[src/rtl/encoder_pkg.sv]
`default_nettype none
// encoder_pkg: types and constants shared by the encoder input filter and the position decoder.
package encoder_pkg;

    typedef logic [1:0] quad_state;  // {a, b}

    typedef enum logic {
        STABLE  = 1'b0,
        PENDING = 1'b1
    } filter_state_t;

    localparam int GLITCH_CNT_W = 8;

endpackage
`default_nettype wire

[src/rtl/encoder_debounce_channel.sv]
`default_nettype none
// encoder_debounce_channel: synchroniser plus STABLE/PENDING debounce FSM for one encoder pin.
// The reject pulse exists only when ENCODER_FILTER_GLITCH_CNT_EN is defined.
module encoder_debounce_channel
    import encoder_pkg::*;
#(
    parameter int SYNC_STAGES   = 2,
    parameter int STABLE_CYCLES = 8
) (
    input  logic clock,
    input  logic a_reset,
    input  logic raw,
    output logic filtered,
    output logic commit
`ifdef ENCODER_FILTER_GLITCH_CNT_EN
    ,
    output logic reject
`endif
);

    localparam int               CNT_W    = $clog2(STABLE_CYCLES);
    localparam logic [CNT_W-1:0] CNT_LAST = CNT_W'(STABLE_CYCLES - 1);

    logic [SYNC_STAGES-1:0] sync_q;
    logic                   synced;
    logic                   differs;
    logic                   at_last;
    filter_state_t          state;
    logic [CNT_W-1:0]       cnt;

    assign synced  = sync_q[SYNC_STAGES-1];
    assign differs = (synced != filtered);
    assign at_last = (cnt == CNT_LAST);
    assign commit  = (state == PENDING) && differs && at_last;
`ifdef ENCODER_FILTER_GLITCH_CNT_EN
    assign reject  = (state == PENDING) && !differs;
`endif

    always_ff @(posedge clock or negedge a_reset) begin
        if (!a_reset) begin
            sync_q <= '0;
        end else begin
            sync_q <= {sync_q[SYNC_STAGES-2:0], raw};
        end
    end

    // cnt counts how many consecutive samples the new level has been seen.
    always_ff @(posedge clock or negedge a_reset) begin
        if (!a_reset) begin
            state    <= STABLE;
            cnt      <= '0;
            filtered <= 1'b0;
        end else begin
            case (state)
                STABLE: begin
                    if (differs) begin
                        state <= PENDING;
                        cnt   <= CNT_W'(1);
                    end
                end
                PENDING: begin
                    if (!differs) begin
                        state <= STABLE;
                        cnt   <= '0;
                    end else if (at_last) begin
                        filtered <= synced;
                        state    <= STABLE;
                        cnt      <= '0;
                    end else begin
                        cnt <= cnt + CNT_W'(1);
                    end
                end
                default: begin
                    state <= STABLE;
                    cnt   <= '0;
                end
            endcase
        end
    end

endmodule
`default_nettype wire

[src/rtl/encoder_input_filter.sv]
`default_nettype none
// encoder_input_filter: debounced quadrature inputs with a shared edge strobe.
// ENCODER_FILTER_GLITCH_CNT_EN adds the saturating glitch_count output.
module encoder_input_filter
    import encoder_pkg::*;
#(
    parameter int SYNC_STAGES   = 2,
    parameter int STABLE_CYCLES = 8
) (
    input  logic                    clock,
    input  logic                    a_reset,
    input  logic                    encoder_a,
    input  logic                    encoder_b,
    output logic                    filtered_a,
    output logic                    filtered_b,
    output logic                    edge_strobe
`ifdef ENCODER_FILTER_GLITCH_CNT_EN
    ,
    output logic [GLITCH_CNT_W-1:0] glitch_count
`endif
);

    quad_state filt;
    logic      commit_a;
    logic      commit_b;
`ifdef ENCODER_FILTER_GLITCH_CNT_EN
    logic      reject_a;
    logic      reject_b;
`endif

    encoder_debounce_channel #(
        .SYNC_STAGES  (SYNC_STAGES),
        .STABLE_CYCLES(STABLE_CYCLES)
    ) u_chan_a (
        .clock   (clock),
        .a_reset (a_reset),
        .raw     (encoder_a),
        .filtered(filt[1]),
        .commit  (commit_a)
`ifdef ENCODER_FILTER_GLITCH_CNT_EN
        ,
        .reject  (reject_a)
`endif
    );

    encoder_debounce_channel #(
        .SYNC_STAGES  (SYNC_STAGES),
        .STABLE_CYCLES(STABLE_CYCLES)
    ) u_chan_b (
        .clock   (clock),
        .a_reset (a_reset),
        .raw     (encoder_b),
        .filtered(filt[0]),
        .commit  (commit_b)
`ifdef ENCODER_FILTER_GLITCH_CNT_EN
        ,
        .reject  (reject_b)
`endif
    );

    assign filtered_a = filt[1];
    assign filtered_b = filt[0];

    // Registered on the same edge as the filtered update, so it aligns with the new value.
    always_ff @(posedge clock or negedge a_reset) begin
        if (!a_reset) begin
            edge_strobe <= 1'b0;
        end else begin
            edge_strobe <= commit_a | commit_b;
        end
    end

`ifdef ENCODER_FILTER_GLITCH_CNT_EN
    localparam int SUM_W = GLITCH_CNT_W + 1;

    logic [SUM_W-1:0] glitch_sum;

    assign glitch_sum = {1'b0, glitch_count} + SUM_W'(reject_a) + SUM_W'(reject_b);

    always_ff @(posedge clock or negedge a_reset) begin
        if (!a_reset) begin
            glitch_count <= '0;
        end else if (glitch_sum[GLITCH_CNT_W]) begin
            glitch_count <= '1;
        end else begin
            glitch_count <= glitch_sum[GLITCH_CNT_W-1:0];
        end
    end
`endif

endmodule
`default_nettype wire

[config.mk]
export PLATFORM = sky130hd
export DESIGN_NAME = encoder_input_filter
export DESIGN_NICKNAME = d
export VERILOG_FILES = /design/src/rtl/encoder_pkg.sv /design/src/rtl/encoder_debounce_channel.sv /design/src/rtl/encoder_input_filter.sv
export SDC_FILE = /design/constraint.sdc
export NUM_CORES = 1
export LEC_CHECK = 0
export ABC_CLOCK_PERIOD_IN_PS = 2600
export BUFFER_PORTS_ARGS = -buffer_cell sky130_fd_sc_hd__buf_2
export CAP_MARGIN = 40
export CORE_MARGIN = 1
export CORE_UTILIZATION = 40
export DETAILED_ROUTE_END_ITERATION = 10
export PLACE_DENSITY = 0.67
export SYNTH_ARGS = -nofsm -noshare
export SYNTH_HDL_FRONTEND = slang
export SYNTH_SLANG_ARGS = --single-unit
[constraint.sdc]
create_clock -name clock -period 2.6 [get_ports clock]
set_clock_uncertainty 0.1 [all_clocks]
set_input_delay 0.52 -clock clock [delete_from_list [all_inputs] [get_ports clock]]
set_output_delay 0.52 -clock clock [all_outputs]
set_load 0.02 [all_outputs]
; Word level (Yosys, flattened, before mapping)
; Cells that the tools add are included.
[totals]
out_inout_bits = 3
register_bits = 15
[classes]
add_sub_neg = 2
n_bitwise = 3
muxes = 16
eq_ne = 6
n_reduce_logical = 6
[ops]
columns = operator, n
row1 = $mux 3, 6
row2 = $pmux 3 s2, 2
row3 = $add 3x1->3 const B, 2
row4 = $eq 3x3->1 const B, 2
row5 = $mux 1, 6
row6 = $reduce_and 3->1, 2
row7 = $logic_and 1x1->1, 4
row8 = $ne 2x1->1 const B, 2
row9 = $pmux 1 s2, 2
row10 = $ne 1x1->1, 2
row11 = $not 1->1, 2
row12 = $or 1x1->1, 1

; Logic depth before layout (Yosys ltp)
; Gate-level depths: netlist (run 1).
[logic_depth]
ltp_word = 4
ltp_mapped = 4
mapped_depth_nobuf = 4

; By module
; Synthesis (run 1) repeated with hierarchy kept, for this count alone.
[hier_totals]
cells_unflattened = 48
hier_area_um2 = 651.9
[modules_own_cells]
columns = mod, n_inst, area_per_inst_um2, seq_area_each_um2, cells_each
row1 = encoder_debounce_channel, 2, 310.3, 175.2, 23
row2 = encoder_input_filter, 1, 31.3, 25.0, 2

; Worst setup path before layout (run 1)
; Ideal clock, no wire load.
[synth_path]
path_kind = flip-flop to flip-flop
startpoint = reg u_chan_a.cnt[0]
endpoint = reg u_chan_a.filtered
path_stages_with_launch = 5
t_arrival_ns = 1.163
path_slack_ns = 1.213
n_path_buf = 0
required_ns = 2.375
cell_sequence = dfrtp_1 -> ha_1 -> ha_1 -> nand2_1 -> mux2_2
[synth_between]
elab_chain_len = 2
[synth_rtl]
columns = element, line_no
row1 = start: declaration, encoder_debounce_channel.sv:29  ; logic [CNT_W-1:0] cnt;
row2 = start signal: assignment, encoder_debounce_channel.sv:70  ; cnt <= cnt + CNT_W'(1);
row3 = $eq 3x3->1, encoder_debounce_channel.sv:33  ; assign at_last = (cnt == CNT_LAST);
row4 = $reduce_and 3->1 (no source line), -
row5 = end signal: assignment, encoder_debounce_channel.sv:66  ; filtered <= synced;
row6 = end: declaration, encoder_debounce_channel.sv:13  ; output logic filtered,
; No other way between the ends.
; A chain may end at the register's enable or synchronous reset.

; Final worst setup path (run 1)
[layout_path]
startpoint = reg u_chan_b.filtered
endpoint = out filtered_b
[layout_lines]
columns = element, line_no
row1 = start: declaration, encoder_debounce_channel.sv:13
row2 = start signal: assignment, encoder_debounce_channel.sv:66
row3 = end: declaration, encoder_input_filter.sv:15  ; output logic filtered_b,
; No word-level cell between the ends.

==> results.py, run 1 <==
metrics = {
    "cells_and_area": {
        "diodes": 0,
        "layout_common_cells": "dfrtp_1, nand2_1, buf_2",
        "syn2layout_area_growth_pct": 11.89,
        "multiInputGateArea_um2": 262.8,
        "design_area_um2": 718.2,
        "drive_gt1_share_pct": 22.41,
        "layout_commonest_cell": "dfrtp_1",
        "seq_area_um2": 375.4,
        "fill_cells": 143,
        "nets": 68,
    },
    "timing": {
        "slew_headroom_pct": 78.52,
        "finalSetupViolations": 0,
        "tns_ns": 0,
        "slew_viol_final": 0,
        "fin_crit_sh_pct": 59.47,
        "fmax_ghz": 0.6467,
        "layout_min_cycle_time_ns": 1.546,
        "layout_setup_ws_ns": 1.054,
        "rsz0062_at_grt": "no",
        "final-hold-violation-count": 0,
        "tightest_slew_ns": 0.3207,
    },
    "place": {
        "portBuffers": 6,
        "dpl.hpwl_um": 619.2,
        "routabilityCongestion": 0.6516,
        "detailedPlace.worstSlack_ns": 1.143,
        "placed_area_um2": 691.9,
    },
    "yosys": {
        "synth_nets": 57,
        "synth_area_um2": 641.9,
        "synth_top_area_share_pct": 58.48,
        "synth_cell_types": 15,
        "synthCells": 48,
        "synth_area_per_cell_um2": 13.37,
        "yosysSeqAreaShare_pct": 58.48,
        "synth_top_area_cell": "dfrtp_1",
        "synth-seq-cells": 15,
        "synth_warnings": 0,
        "netlist_top_cells_area": "dfrtp_1, ha_1, mux2i_1, nand2b_1, mux2_2",
    },
    "critical_path": {
        "max_stage_delay_ns": 0.45,
        "end_kind": "output pin",
        "cp.arrival_ns": 0.93,
        "crit_fanout": 4,
        "crit_buf_inv": 1,
        "cp_top_family": "flip-flops",
        "path_class": "reg -> out",
        "required_ns": 1.98,
        "cpMaxStageDelayCell": "dfrtp_1",
        "reg2reg_slack_ns": 1.15,
        "start_kind": "flop",
        "cp_cell_sequence": "buf_2",
    },
    "run_status": {
        "status": "completed",
    },
    "floorplan": {
        "die-area_mm2": 0.001769,
        "rows": 14,
        "die_w_um": 42.06,
        "coreArea_mm2": 0.001506,
        "die_h_um": 42.06,
        "io_pins": 7,
        "start_util_pct": 42.61,
    },
    "routing": {
        "wl_um": 824,
        "drc": 0,
        "post_drt_wl_per_cell_um": 11.14,
        "drt-pass1-iter-count": 4,
        "vias": 381,
        "drtIter0Drc": 3,
        "antenna_left": 0,
        "via_per_inst": 5.149,
    },
    "clocking": {
        "root_buffer": "clkbuf_4",
        "clockBufferDepth": 2,
        "h-tree-depth": 1,
        "cts_hold_buf": 0,
        "numCtsBuffers": 3,
        "cts-resized-gates": 0,
        "cts_setup_buffers": 0,
        "clkLatencyLatePin_ns": 0.28,
        "cts_tree": "done",
        "clk_pin_slew_ns": 0.08,
        "clock_sinks": 15,
    },
    "global_routing": {
        "grt_pass1_vias": 354,
        "grt_overflow_total": 0,
        "grt_start_max_net_pins": 16,
        "antenna_found_initial": 0,
        "grt_pass1_wl_mm": 1.455,
        "grt_usage_pct": 11.64,
    },
    "job": {
        "maxCapViolations": 0,
    },
    "power_and_ir_drop": {
        "cellPowerDensity_mw_per_mm2": 936.9,
        "leakage_uw": 0.0003603,
        "vdd_drop_max_uv": 460.3,
    },
    "min_path": {
        "min_path_type": "in -> async",
    },
}
## path summary, 6_finish.rpt
kind | from | endpoint | cells past startpoint
min in group clock | encoder_b | u_chan_b.sync_q[0] | 1
max in group asynchronous | a_reset | u_chan_b.cnt[0] | 1
min reg2reg | u_chan_a.sync_q[0] | u_chan_a.sync_q[1] | 0
max | u_chan_b.filtered | filtered_b | 1
min | a_reset | u_chan_a.cnt[2] | 1
max reg2reg | u_chan_a.cnt[0] | u_chan_a.filtered | 4
## power by group
part / leakage, uW / switching [uW] / internal (uW)
clock network: 0.0000150 / 67.4 / 59.5
registers: 0.000188 / 61.1 / 295
logic: 0.000157 / 89.6 / 99.9
total: 0.000360 / 218 / 455
## sequential cells by signal, summed over array words and instances, names as in the netlist
register           cells
u_chan_a.cnt           3
u_chan_a.sync_q        2
u_chan_a.filtered      1
u_chan_b.state         1
u_chan_b.sync_q        2
edge_strobe            1
u_chan_b.filtered      1
u_chan_b.cnt           3
u_chan_a.state         1
## layer usage
metal	track usage (%)	share of wire, %	up-vias
li1	-	-	185
met1	13.75	48	186
met2	17.19	44	8
met3	7.759	5.7	2
met4	3.750	1.5	0
met5	0	0	-
## cell usage after synthesis
master / number
nand3b_1: 1
nand2b_1: 4
inv_1: 1
mux2_2: 2
dfrtp_1: 15
ha_1: 5
o21ai_0: 1
nand2_1: 6
mux2i_1: 4
o22ai_1: 1
xor2_2: 1
xnor2_1: 1
o21a_1: 2
a21oi_1: 3
xnor2_2: 1
## cell families (layout without fill, tap and decap cells)
logic type	after synthesis	in the layout	share of synthesized area, %
compound gates	7	7	6.431
xor+xnor	3	3	6.434
fa+ha+maj	5	5	9.747
buf+inv	1	11	0.5842
flops	15	15	58.48
mux	6	6	9.747
simple gates	11	11	8.577
## cell type report
class | instances | area share [%]
sequential | 15 | 52.26
multi-input combinational | 32 | 36.59
timing repair buffer | 6 | 4.181
clock buffer | 4 | 3.659
tap | 16 | 2.787
inverter | 1 | 0.5226
## stage by stage
stage / power, uW / util [%] / hold slack [ns] / cells
floorplan: 500.4 / - / 0.1244 / 48
global placement: 550.0 / 45.93 / 0.2333 / 70
detailed placement: 554.3 / 45.93 / 0.2364 / 70
CTS: 684.5 / 47.67 / 0.03000 / 74
global route: 725.4 / 47.67 / 0.04212 / 74
finish: 672.9 / 47.67 / 0.02227 / 74
## worst reg2reg max path: cells and delay by family, from the launching register on
kind	cells	cell delay [ns]
flip-flops	1	0.40
AND/OR/NAND/NOR	1	0.07
multiplexers	1	0.33
adder cells (fa/ha/maj)	2	0.45
Power figures use the tool's default switching activity.
==> run 2: changes to the inputs <==
--- a/config.mk
+++ b/config.mk
@@ -5,7 +5,7 @@
 export SDC_FILE = /design/constraint.sdc
 export NUM_CORES = 1
 export LEC_CHECK = 0
-export ABC_CLOCK_PERIOD_IN_PS = 2600
+export ABC_CLOCK_PERIOD_IN_PS = 1500
 export BUFFER_PORTS_ARGS = -buffer_cell sky130_fd_sc_hd__buf_2
 export CAP_MARGIN = 40
 export CORE_MARGIN = 1
==> constraint.sdc (replaced) <==
create_clock -name clock -period 1.5 [get_ports clock]
set_clock_uncertainty 0.1 [all_clocks]
set_input_delay 0.3 -clock clock [delete_from_list [all_inputs] [get_ports clock]]
set_output_delay 0.3 -clock clock [all_outputs]
set_load 0.02 [all_outputs]
==> results.py, run 2 (synthesized netlist as in run 1, its figures left out) <==
metrics = {
    "run_status": {
        "status": "completed",
    },
    "global_routing": {
        "grt_pass1_wl_mm": 1.697,
        "antenna_found_initial": 0,
        "grt_overflow_total": 0,
        "grt_start_max_net_pins": 16,
        "grt_usage_pct": 13.58,
        "grt_pass1_vias": 385,
    },
    "place": {
        "portBuffers": 6,
        "dpl.hpwl_um": 667.7,
        "routabilityCongestion": 0.6337,
        "placed_area_um2": 699.4,
        "detailedPlace.worstSlack_ns": 0.04909,
    },
    "critical_path": {
        "max_stage_delay_ns": 0.41,
        "cp_cell_sequence": "ha_2, ha_1, nand2_1, mux2_2",
        "crit_path_start": "u_chan_a.cnt[0]",
        "required_ns": 1.57,
        "cp.arrival_ns": 1.50,
        "r2r-start": "u_chan_a.cnt[0]",
        "start_kind": "flop",
        "end_kind": "flop",
        "cp_top_family": "adder cells",
        "crit_buf_inv": 0,
        "cp.depth": 4,
        "crit_fanout": 3,
        "path_class": "reg -> reg",
        "r2r_cells": 4,
        "cpMaxStageDelayCell": "dfrtp_1",
    },
    "clocking": {
        "clkLatencyLatePin_ns": 0.28,
        "clockBufferDepth": 2,
        "clock_sinks": 15,
        "root_buffer": "clkbuf_4",
        "h-tree-depth": 1,
        "cts_tree": "done",
        "clk_pin_slew_ns": 0.09,
        "numCtsBuffers": 3,
    },
    "routing": {
        "top_layer_used": "met4",
        "wl_met1_um": 512,
        "post_drt_wl_per_cell_um": 12.18,
        "via_per_inst": 4.766,
        "wl_um": 938,
        "antenna_left": 0,
        "drt-pass1-iter-count": 4,
        "vias": 367,
        "drc": 0,
        "wl_met2_um": 393,
        "dr_wl_met3_um": 17,
        "drtIter0Drc": 7,
    },
    "floorplan": {
        "die-area_mm2": 0.001769,
        "start_util_pct": 42.61,
        "die_h_um": 42.06,
        "coreArea_mm2": 0.001506,
        "die_w_um": 42.06,
        "rows": 14,
        "io_pins": 7,
    },
    "min_path": {
        "hold_path_depth": 1,
        "hp-start": "encoder_b",
        "min_path_type": "in -> reg",
    },
    "cells_and_area": {
        "layout_commonest_cell": "dfrtp_1",
        "diodes": 0,
        "drive_gt1_share_pct": 27.87,
        "design_area_um2": 747.0,
        "syn2layout_area_growth_pct": 16.37,
        "nets": 71,
        "post-route-util_pct": 49.58,
        "layout_common_cells": "dfrtp_1, nand2_1, buf_2",
        "top_regs": "u_chan_a.cnt: 3 flops, u_chan_b.cnt: 3 flops",
    },
    "job": {
        "maxCapViolations": 0,
    },
    "power_and_ir_drop": {
        "leakage_uw": 0.0003755,
        "vdd_drop_max_uv": 741.6,
        "cellPowerDensity_mw_per_mm2": 1619,
    },
    "timing": {
        "fmax_ghz": 0.6951,
        "rsz0062_at_grt": "no",
        "layout_setup_ws_ns": 0.06134,
        "finalSetupViolations": 0,
        "tightest_slew_ns": 0.3357,
        "layout_min_cycle_time_ns": 1.439,
        "tns_ns": 0,
        "final-hold-violation-count": 0,
        "fin_crit_sh_pct": 95.91,
        "slew_viol_final": 0,
        "slew_headroom_pct": 77.62,
    },
}
-- run 2: changes by cell type in the layout (fill, tap and decap cells not counted) --
cell | previous run | this run
ha_1 | 5 | 4
ha_2 | 0 | 1
buf_4 | 0 | 2
clkbuf_1 | 1 | 0
clkinv_2 | 0 | 1
dlygate4sd3_1 | 0 | 1
-- run 2: worst register-to-register path, cell delays in order, from the launching register on --
cell and delay [ns]:
dfrtp_1 0.41, ha_2 0.20, ha_1 0.21, nand2_1 0.08, mux2_2 0.33
-- run 2: repair_timing --
item | 4_1_cts | 5_1_grt
resized for setup | 0 | 1
setup endpoints to repair | 0 | 1
setup buffers | 0 | 1
hold buffers | 1 | 0
endpoints found under the hold margin | 15 | 0
-- run 2: layer usage --
metal | track usage [%] | vias to the layer above
met5 | 0 | -
met4 | 7.500 | 0
met2 | 20.00 | 4
li1 | - | 190
met1 | 18.10 | 171
met3 | 3.879 | 2
-- run 2: layout make-up --
| cell class | count | area (um2) |
|---|---|---|
| timing repair buffer | 9 | 55.05 |
| inverter | 1 | 3.754 |
| tap | 16 | 20.02 |
| clock buffer | 3 | 22.52 |
| sequential | 15 | 375.4 |
| fill | 135 | 759.5 |
| clock inverter | 1 | 5.005 |
| multi-input combinational | 32 | 265.3 |
-- run 2: stage by stage --
step                hold slack (ns)  power (uW)  std cells
global placement             0.1188       951.2         71
floorplan                  -0.09559       867.3         48
CTS                         0.01272        1203         76
finish                      0.02591        1210         77
global route              0.0001973        1305         77
detailed placement           0.1225       965.2         71
-- run 2: final timing paths --
path / to / slack (ns)
max: u_chan_a.filtered / 0.06
min in group asynchronous: edge_strobe / 0.34
min reg2reg: u_chan_b.sync_q[1] / 0.25
max reg2reg: u_chan_a.filtered / 0.06
min: u_chan_b.sync_q[0] / 0.03
max in group asynchronous: u_chan_a.cnt[0] / 0.70
-- run 2: report_power, final --
| part | switching, uW | internal, uW | total (uW) |
|---|---|---|---|
| logic | 166 | 194 | 359 |
| registers | 110 | 512 | 622 |
| clock network | 130 | 98.7 | 229 |
| total | 406 | 804 | 1210 |
